===== src/rtl/gpio_pio_pkg.sv =====
// Shared definitions for masters that talk to the 4-register GPIO PIO slave:
// register map plus the one-hot state encoding of the irq service FSM.
package gpio_pio_pkg;

    localparam logic [1:0] PIO_ADDR_DATA = 2'd0;
    localparam logic [1:0] PIO_ADDR_DIR  = 2'd1;
    localparam logic [1:0] PIO_ADDR_MASK = 2'd2;
    localparam logic [1:0] PIO_ADDR_EDGE = 2'd3;

    typedef enum logic [10:0] {
        ST_INIT_DIR  = 11'b000_0000_0001,
        ST_INIT_MASK = 11'b000_0000_0010,
        ST_INIT_CLR  = 11'b000_0000_0100,
        ST_IDLE      = 11'b000_0000_1000,
        ST_WR_MASK   = 11'b000_0001_0000,
        ST_RD_EDGE   = 11'b000_0010_0000,
        ST_LAT_EDGE  = 11'b000_0100_0000,
        ST_CLR_EDGE  = 11'b000_1000_0000,
        ST_RD_DATA   = 11'b001_0000_0000,
        ST_LAT_DATA  = 11'b010_0000_0000,
        ST_EMIT      = 11'b100_0000_0000
    } svc_state_e;

endpackage


===== src/rtl/gpio_irq_service_master.sv =====
// Avalon-MM master that initialises a GPIO PIO, then services its irq by
// snapshotting and clearing edge_capture and publishing one event per pass.
module gpio_irq_service_master
    import gpio_pio_pkg::*;
#(
    parameter int                DATA_W    = 32,
    parameter logic [DATA_W-1:0] INIT_DIR  = '0,
    parameter logic [DATA_W-1:0] INIT_MASK = '1,
    parameter int                CNT_W     = 16
) (
    input  logic              clk,
    input  logic              reset,
    output logic [1:0]        avm_address,
    output logic              avm_chipselect,
    output logic              avm_write_n,
    output logic [DATA_W-1:0] avm_writedata,
    input  logic [DATA_W-1:0] avm_readdata,
    input  logic              avm_irq,
    input  logic [DATA_W-1:0] cfg_mask,
    input  logic              cfg_mask_wr,
    output logic              evt_valid,
    input  logic              evt_ready,
    output logic [DATA_W-1:0] evt_edges,
    output logic [DATA_W-1:0] evt_level,
    output logic [CNT_W-1:0]  evt_count,
    output logic              busy
);

    svc_state_e        state_q, state_d;
    logic [DATA_W-1:0] mask_q, mask_d;
    logic              pend_q, pend_d;
    logic [DATA_W-1:0] edge_q, edge_d;
    logic [DATA_W-1:0] level_q, level_d;
    logic [CNT_W-1:0]  cnt_q, cnt_d;

    logic              cs_dec;
    logic              wn_dec;
    logic [1:0]        addr_dec;
    logic [DATA_W-1:0] wdata_dec;

    always_ff @(posedge clk or posedge reset) begin
        if (reset) begin
            state_q <= ST_INIT_DIR;
            mask_q  <= '0;
            pend_q  <= 1'b0;
            edge_q  <= '0;
            level_q <= '0;
            cnt_q   <= '0;
        end else begin
            state_q <= state_d;
            mask_q  <= mask_d;
            pend_q  <= pend_d;
            edge_q  <= edge_d;
            level_q <= level_d;
            cnt_q   <= cnt_d;
        end
    end

    always_comb begin
        state_d   = state_q;
        mask_d    = mask_q;
        pend_d    = pend_q;
        edge_d    = edge_q;
        level_d   = level_q;
        cnt_d     = cnt_q;
        cs_dec    = 1'b0;
        wn_dec    = 1'b1;
        addr_dec  = PIO_ADDR_DATA;
        wdata_dec = '0;

        unique case (state_q)
            ST_INIT_DIR: begin
                cs_dec    = 1'b1;
                wn_dec    = 1'b0;
                addr_dec  = PIO_ADDR_DIR;
                wdata_dec = INIT_DIR;
                state_d   = ST_INIT_MASK;
            end
            ST_INIT_MASK: begin
                cs_dec    = 1'b1;
                wn_dec    = 1'b0;
                addr_dec  = PIO_ADDR_MASK;
                wdata_dec = INIT_MASK;
                state_d   = ST_INIT_CLR;
            end
            ST_INIT_CLR: begin
                cs_dec    = 1'b1;
                wn_dec    = 1'b0;
                addr_dec  = PIO_ADDR_EDGE;
                wdata_dec = '1;
                state_d   = ST_IDLE;
            end
            ST_IDLE: begin
                // Mask update outranks irq so a narrowed mask takes effect first.
                if (pend_q) begin
                    pend_d  = 1'b0;
                    state_d = ST_WR_MASK;
                end else if (avm_irq) begin
                    state_d = ST_RD_EDGE;
                end
            end
            ST_WR_MASK: begin
                cs_dec    = 1'b1;
                wn_dec    = 1'b0;
                addr_dec  = PIO_ADDR_MASK;
                wdata_dec = mask_q;
                state_d   = ST_IDLE;
            end
            ST_RD_EDGE: begin
                cs_dec   = 1'b1;
                addr_dec = PIO_ADDR_EDGE;
                state_d  = ST_LAT_EDGE;
            end
            ST_LAT_EDGE: begin
                cs_dec   = 1'b1;
                addr_dec = PIO_ADDR_EDGE;
                edge_d   = avm_readdata;
                state_d  = (avm_readdata == '0) ? ST_IDLE : ST_CLR_EDGE;
            end
            ST_CLR_EDGE: begin
                cs_dec    = 1'b1;
                wn_dec    = 1'b0;
                addr_dec  = PIO_ADDR_EDGE;
                wdata_dec = '1;
                state_d   = ST_RD_DATA;
            end
            ST_RD_DATA: begin
                cs_dec   = 1'b1;
                addr_dec = PIO_ADDR_DATA;
                state_d  = ST_LAT_DATA;
            end
            ST_LAT_DATA: begin
                cs_dec   = 1'b1;
                addr_dec = PIO_ADDR_DATA;
                level_d  = avm_readdata;
                state_d  = ST_EMIT;
            end
            ST_EMIT: begin
                if (evt_ready) begin
                    cnt_d   = cnt_q + CNT_W'(1);
                    state_d = ST_IDLE;
                end
            end
            default: state_d = ST_INIT_DIR;
        endcase

        // A pulse arriving in the same cycle as the IDLE->WR_MASK hand-off re-arms the update.
        if (cfg_mask_wr) begin
            mask_d = cfg_mask;
            pend_d = 1'b1;
        end
    end

    // The state register sits at INIT_DIR during reset, so hold the bus idle until release.
    assign avm_chipselect = cs_dec & ~reset;
    assign avm_write_n    = wn_dec | reset;
    assign avm_address    = reset ? PIO_ADDR_DATA : addr_dec;
    assign avm_writedata  = reset ? '0 : wdata_dec;

    assign evt_valid = (state_q == ST_EMIT);
    assign evt_edges = edge_q;
    assign evt_level = level_q;
    assign evt_count = cnt_q;
    assign busy      = (state_q != ST_IDLE);

endmodule

===== config.mk =====
export PLATFORM = sky130hd
export DESIGN_NAME = gpio_irq_service_master
export DESIGN_NICKNAME = d
export VERILOG_FILES = /design/src/rtl/gpio_pio_pkg.sv /design/src/rtl/gpio_irq_service_master.sv
export SDC_FILE = /design/constraint.sdc
export NUM_CORES = 1
export LEC_CHECK = 0
export ABC_AREA = 0
export CAP_MARGIN = 30
export CORE_ASPECT_RATIO = 1.5
export CORE_MARGIN = 3
export CORE_UTILIZATION = 40
export CTS_CLUSTER_SIZE = 28
export DETAILED_ROUTE_END_ITERATION = 10
export PLACE_DENSITY = 0.71
export SYNTH_ARGS = -nofsm -noshare
export SYNTH_HDL_FRONTEND = slang
export SYNTH_SLANG_ARGS = --single-unit

===== constraint.sdc =====
create_clock -name clk -period 5.1 [get_ports clk]
set_input_delay 0.51 -clock clk [delete_from_list [all_inputs] [get_ports clk]]
set_output_delay 0.51 -clock clk [all_outputs]
set_load 0.01 [all_outputs]

==> results.txt <==
----------------------------------------------------
[Worst setup path]
  R2R Path Start ... state_q[1]
  Start point of the critical path ... state_q[1]
  Reg2Reg Capture Point ... state_q[0]
  Worst Setup End Kind ... output port
  Required time of the critical path ... between 4000 and 5000 ps
  Crit start category ... flop
  CP top delay family ... simple AND/OR/NAND/NOR gates
  Register-to-Register Path Depth ... 5
  Critical path cell sequence ... or4_4 > nor4_4 > buf_4 > nand2_1 > a21oi_2 > clkdlybuf4s50_1
  WP data arrival ... 3430 ps
  Sum of buffers and inverters on the critical path ... 2
  R2r setup slk ... between 2000 and 3000 ps
  Crit path max fanout ... 18
  Kind of critical path ... flop to output port
  Maximum single-stage delay on the critical path ... approximately 810 ps
  Highest-delay cell along the critical path ... nor4_4

[Power and ir drop]
  Maximum resistive drop on vdd ... between 0.2 and 0.25 mV
  Cell area power density ... between 300 and 400 mW/mm^2
  Part of the total power dissipated in combinational logic ... ~22%
  Switching fraction of total power ... about 27%
  Power Internal ... 0.002138 W
  Switching power ... slightly below 0.0008 W
  Register share of total power ... around 37%
  Leakage power of the design ... 3.370 nW
  Clock Power Share ... around two fifths

[Clock network]
  Clock latency of the later-clocked register in the worst-skew pair ... between 400 and 500 ps
  Number of buffers added to fix hold violations after cts ... 0
  TritonCTS clock tree ... done
  PostCTS Resize Cnt ... 0
  Clock transition at the register clock pins on the worst setup and hold paths after CTS ... 60 ps
  Number of buffers on the longest clock path ... 2
  Num CTS Buffers ... 17
  Count of H-tree levels built during CTS ... 4
  Root Buffer ... clkbuf_16
  Total setup buffers inserted after CTS ... 0
  Sinks on Clock Net ... 124

[Floorplan]
  CORE AREA ... roughly 0.014 mm^2
  Y dimension of the die ... between 100 and 150 um
  Starting density of the core ... about 41%
  Horiz. Die Dim ... between 100 and 150 um
  Total die area ... 0.01528 mm^2
  Number of rows in the core area ... between 50 and 60
  Boundary pin count ... roughly 190

[Cells and area]
  Number of diodes added for antenna fixing ... 0
  Util after Layout ... 59.92%
  Fraction of final layout cells sized beyond drive strength 1 ... 24.84%
  Count of non-filler cells in the finished layout ... slightly below 800
  Layout net count ... 690
  Final std cell area, no fill ... roughly 0.0081 mm^2
  Area growth from synthesis to layout ... 46.86%

[Yosys]
  Fraction of registers with async set/reset ... 100.0%
  Post-synthesis net count ... slightly above 500
  Number of warnings issued by yosys ... 0
  Commonest register cell after synthesis ... dfrtp_1
  Post-synth cell types ... 42
  Avg Cell Area, Syn ... ~13 um^2
  Number of synthesized register bits ... about 120
  Count of flip-flops with a built-in enable after synthesis ... 0
  Post-synth design cell area ... approximately 0.0055 mm^2
  Post-Syn Instances ... 438
  Fraction of the yosys area taken by sequential cells ... between 50% and 60%

[Route]
  Detailed-route via count ... just over 4,000
  Residual DRC ... 0
  Initial detailed-routing violation count ... 91
  Number of detailed-routing iterations run before antenna repair ... 4
  Number of routed nets with antenna violations ... 0
  Routed length per instance ... about 17 um
  Final WL ... 13,540 um
  Drt via density ... 5.165

[Hold path]
  Class of the worst hold path ... flop to flop
  Hold-critical path endpoint ... evt_count[15]
  Source of the worst hold timing path ... evt_count[15]
  Cell depth of the worst min-delay path ... 1

[Timing]
  Setup TNS after final layout ... 0 ps
  Slew margin rel. ... 41.15%
  Setup violation total in the final timing report ... 0
  Actual slew at the worst max-slew pin ... between 800 and 900 ps
  Final setup skew ... ~7.3 ps
  Max Clock Freq ... 253.9 MHz
  Unrepaired setup endpoints after global routing ... no
  Number of failing hold endpoints at the final stage ... 0
  Post-layout min period ... 3938 ps
  Final critical-path share of the clock period ... just under 80%
  Max Transition Viols Final ... 0
  Post-route worst hold slack ... between 400 and 500 ps

[Placement]
  RePlAce Congestion ... just over 0.8
  Placement-stage cell area ... 0.007490 mm^2
  Placed Cells incl. Taps ... ~760
  HPWL after DPL ... approximately 9900 um
  Number of I/O port buffers ... roughly 190

[Global route]
  Via count of the first global-routing pass ... between 4,000 and 5,000
  Pin count of the biggest net entering global routing ... 66
  Total GRT Usage ... between 10% and 20%
  Total grt overflow ... 0
  Antenna violations before repair ... 0
  Wire length of the first global-routing pass ... around 22,000 um

[Flow run]
  Max-Cap Viols ... 0

[Run status]
  Result of the run ... finished clean

----------------------------------------------------
[cell families (layout without fill, tap and decap cells)]
| family | after synthesis | after routing | share of synthesized area (%) |
|---|---|---|---|
| compound gates | 48 | 48 | 5.575 |
| xor+xnor | 21 | 21 | 3.331 |
| fa+ha+maj | 1 | 1 | 0.2266 |
| buf+inv | 34 | 228 | 3.263 |
| flops | 124 | 124 | 56.22 |
| mux | 97 | 97 | 19.78 |
| simple gates | 113 | 113 | 11.60 |
[metrics by stage]
stage / power, W / setup WS (ps)
after floorplan: 0.001414 / 617.8
after global placement: 0.001717 / 1635
after detailed placement: 0.001736 / 1528
after CTS: 0.002938 / 1088
after global routing: 0.003062 / 936.0
final: 0.002931 / 1162
[area by class of cell]
class,count,area [um^2]
clock inverter,12,138.9
multi-input combinational,280,2255
tap,162,202.7
clock buffer,19,452.9
inverter,3,13.76
fill,1135,5424
sequential,124,3104
timing repair buffer,194,1942
[sequential cells by signal, indices dropped and copies added (netlist names)]
| register | cells |
|---|---|
| state_q | 11 |
| pend_q | 1 |
| mask_q | 32 |
| evt_edges | 32 |
| evt_level | 32 |
| evt_count | 16 |
[cell usage in the layout, fill, tap and decap left out, types with 3 or more instances in the layout]
master             n
xor2_1             7
dfrtp_1          123
o21ai_0            3
nand4_1           10
a21oi_2           11
and4_1             4
nor4_4             3
nand2_1           44
a21oi_1           24
and3_1             4
xnor2_1           14
nor4_1             8
buf_4              7
mux2_2            96
clkdlybuf4s50_1  186
inv_6              3
clkbuf_16         17
nand3_1            5
nor3_1             9
clkinvlp_4         4
nor2_1            12
nor3b_1            3
[cells in the mapped netlist (7+ instances only)]
| cell | number | area share (%) |
|---|---|---|
| nand4_1 | 10 | 1.1 |
| mux2_2 | 96 | 20 |
| xor2_1 | 7 | 1.1 |
| nor2_1 | 12 | 0.82 |
| nand2_1 | 44 | 3.0 |
| dfrtp_1 | 123 | 56 |
| nor4_1 | 8 | 0.91 |
| a21oi_2 | 11 | 1.7 |
| a21oi_1 | 24 | 2.2 |
| buf_2 | 9 | 0.82 |
| nor3_1 | 9 | 0.82 |
| xnor2_1 | 14 | 2.2 |
| clkbuf_1 | 14 | 0.95 |
[routing by layer]
layer | GRT usage (%) | up-vias | wire length (um)
met5 | 0 | - | 0
met4 | 5.844 | 0 | 186
met3 | 7.323 | 16 | 1164
met2 | 31.49 | 138 | 7110
met1 | 20.73 | 2026 | 5077
li1 | - | 1921 | -
[power groups by stage]
stage	sequential, W	combinational [W]	clock (W)
after floorplan	0.00109	0.000322	0
after detailed placement	0.00111	0.000625	0
after global routing	0.00110	0.000697	0.00126
after CTS	0.00109	0.000628	0.00122
final	0.00109	0.000648	0.00119
after global placement	0.00110	0.000613	0
[how the worst max path moves through the flow]
| stage | slack (ps) | cells after the start | end |
|---|---|---|---|
| after floorplan | 620 | 3 | avm_write_n |
| after global placement | 1640 | 6 | avm_writedata[28] |
| after detailed placement | 1530 | 6 | avm_writedata[14] |
| after CTS | 1090 | 6 | avm_writedata[14] |
| after global routing | 940 | 6 | avm_writedata[14] |
| final | 1160 | 6 | avm_writedata[14] |
Note: power is estimated with default switching activity, not from simulation.
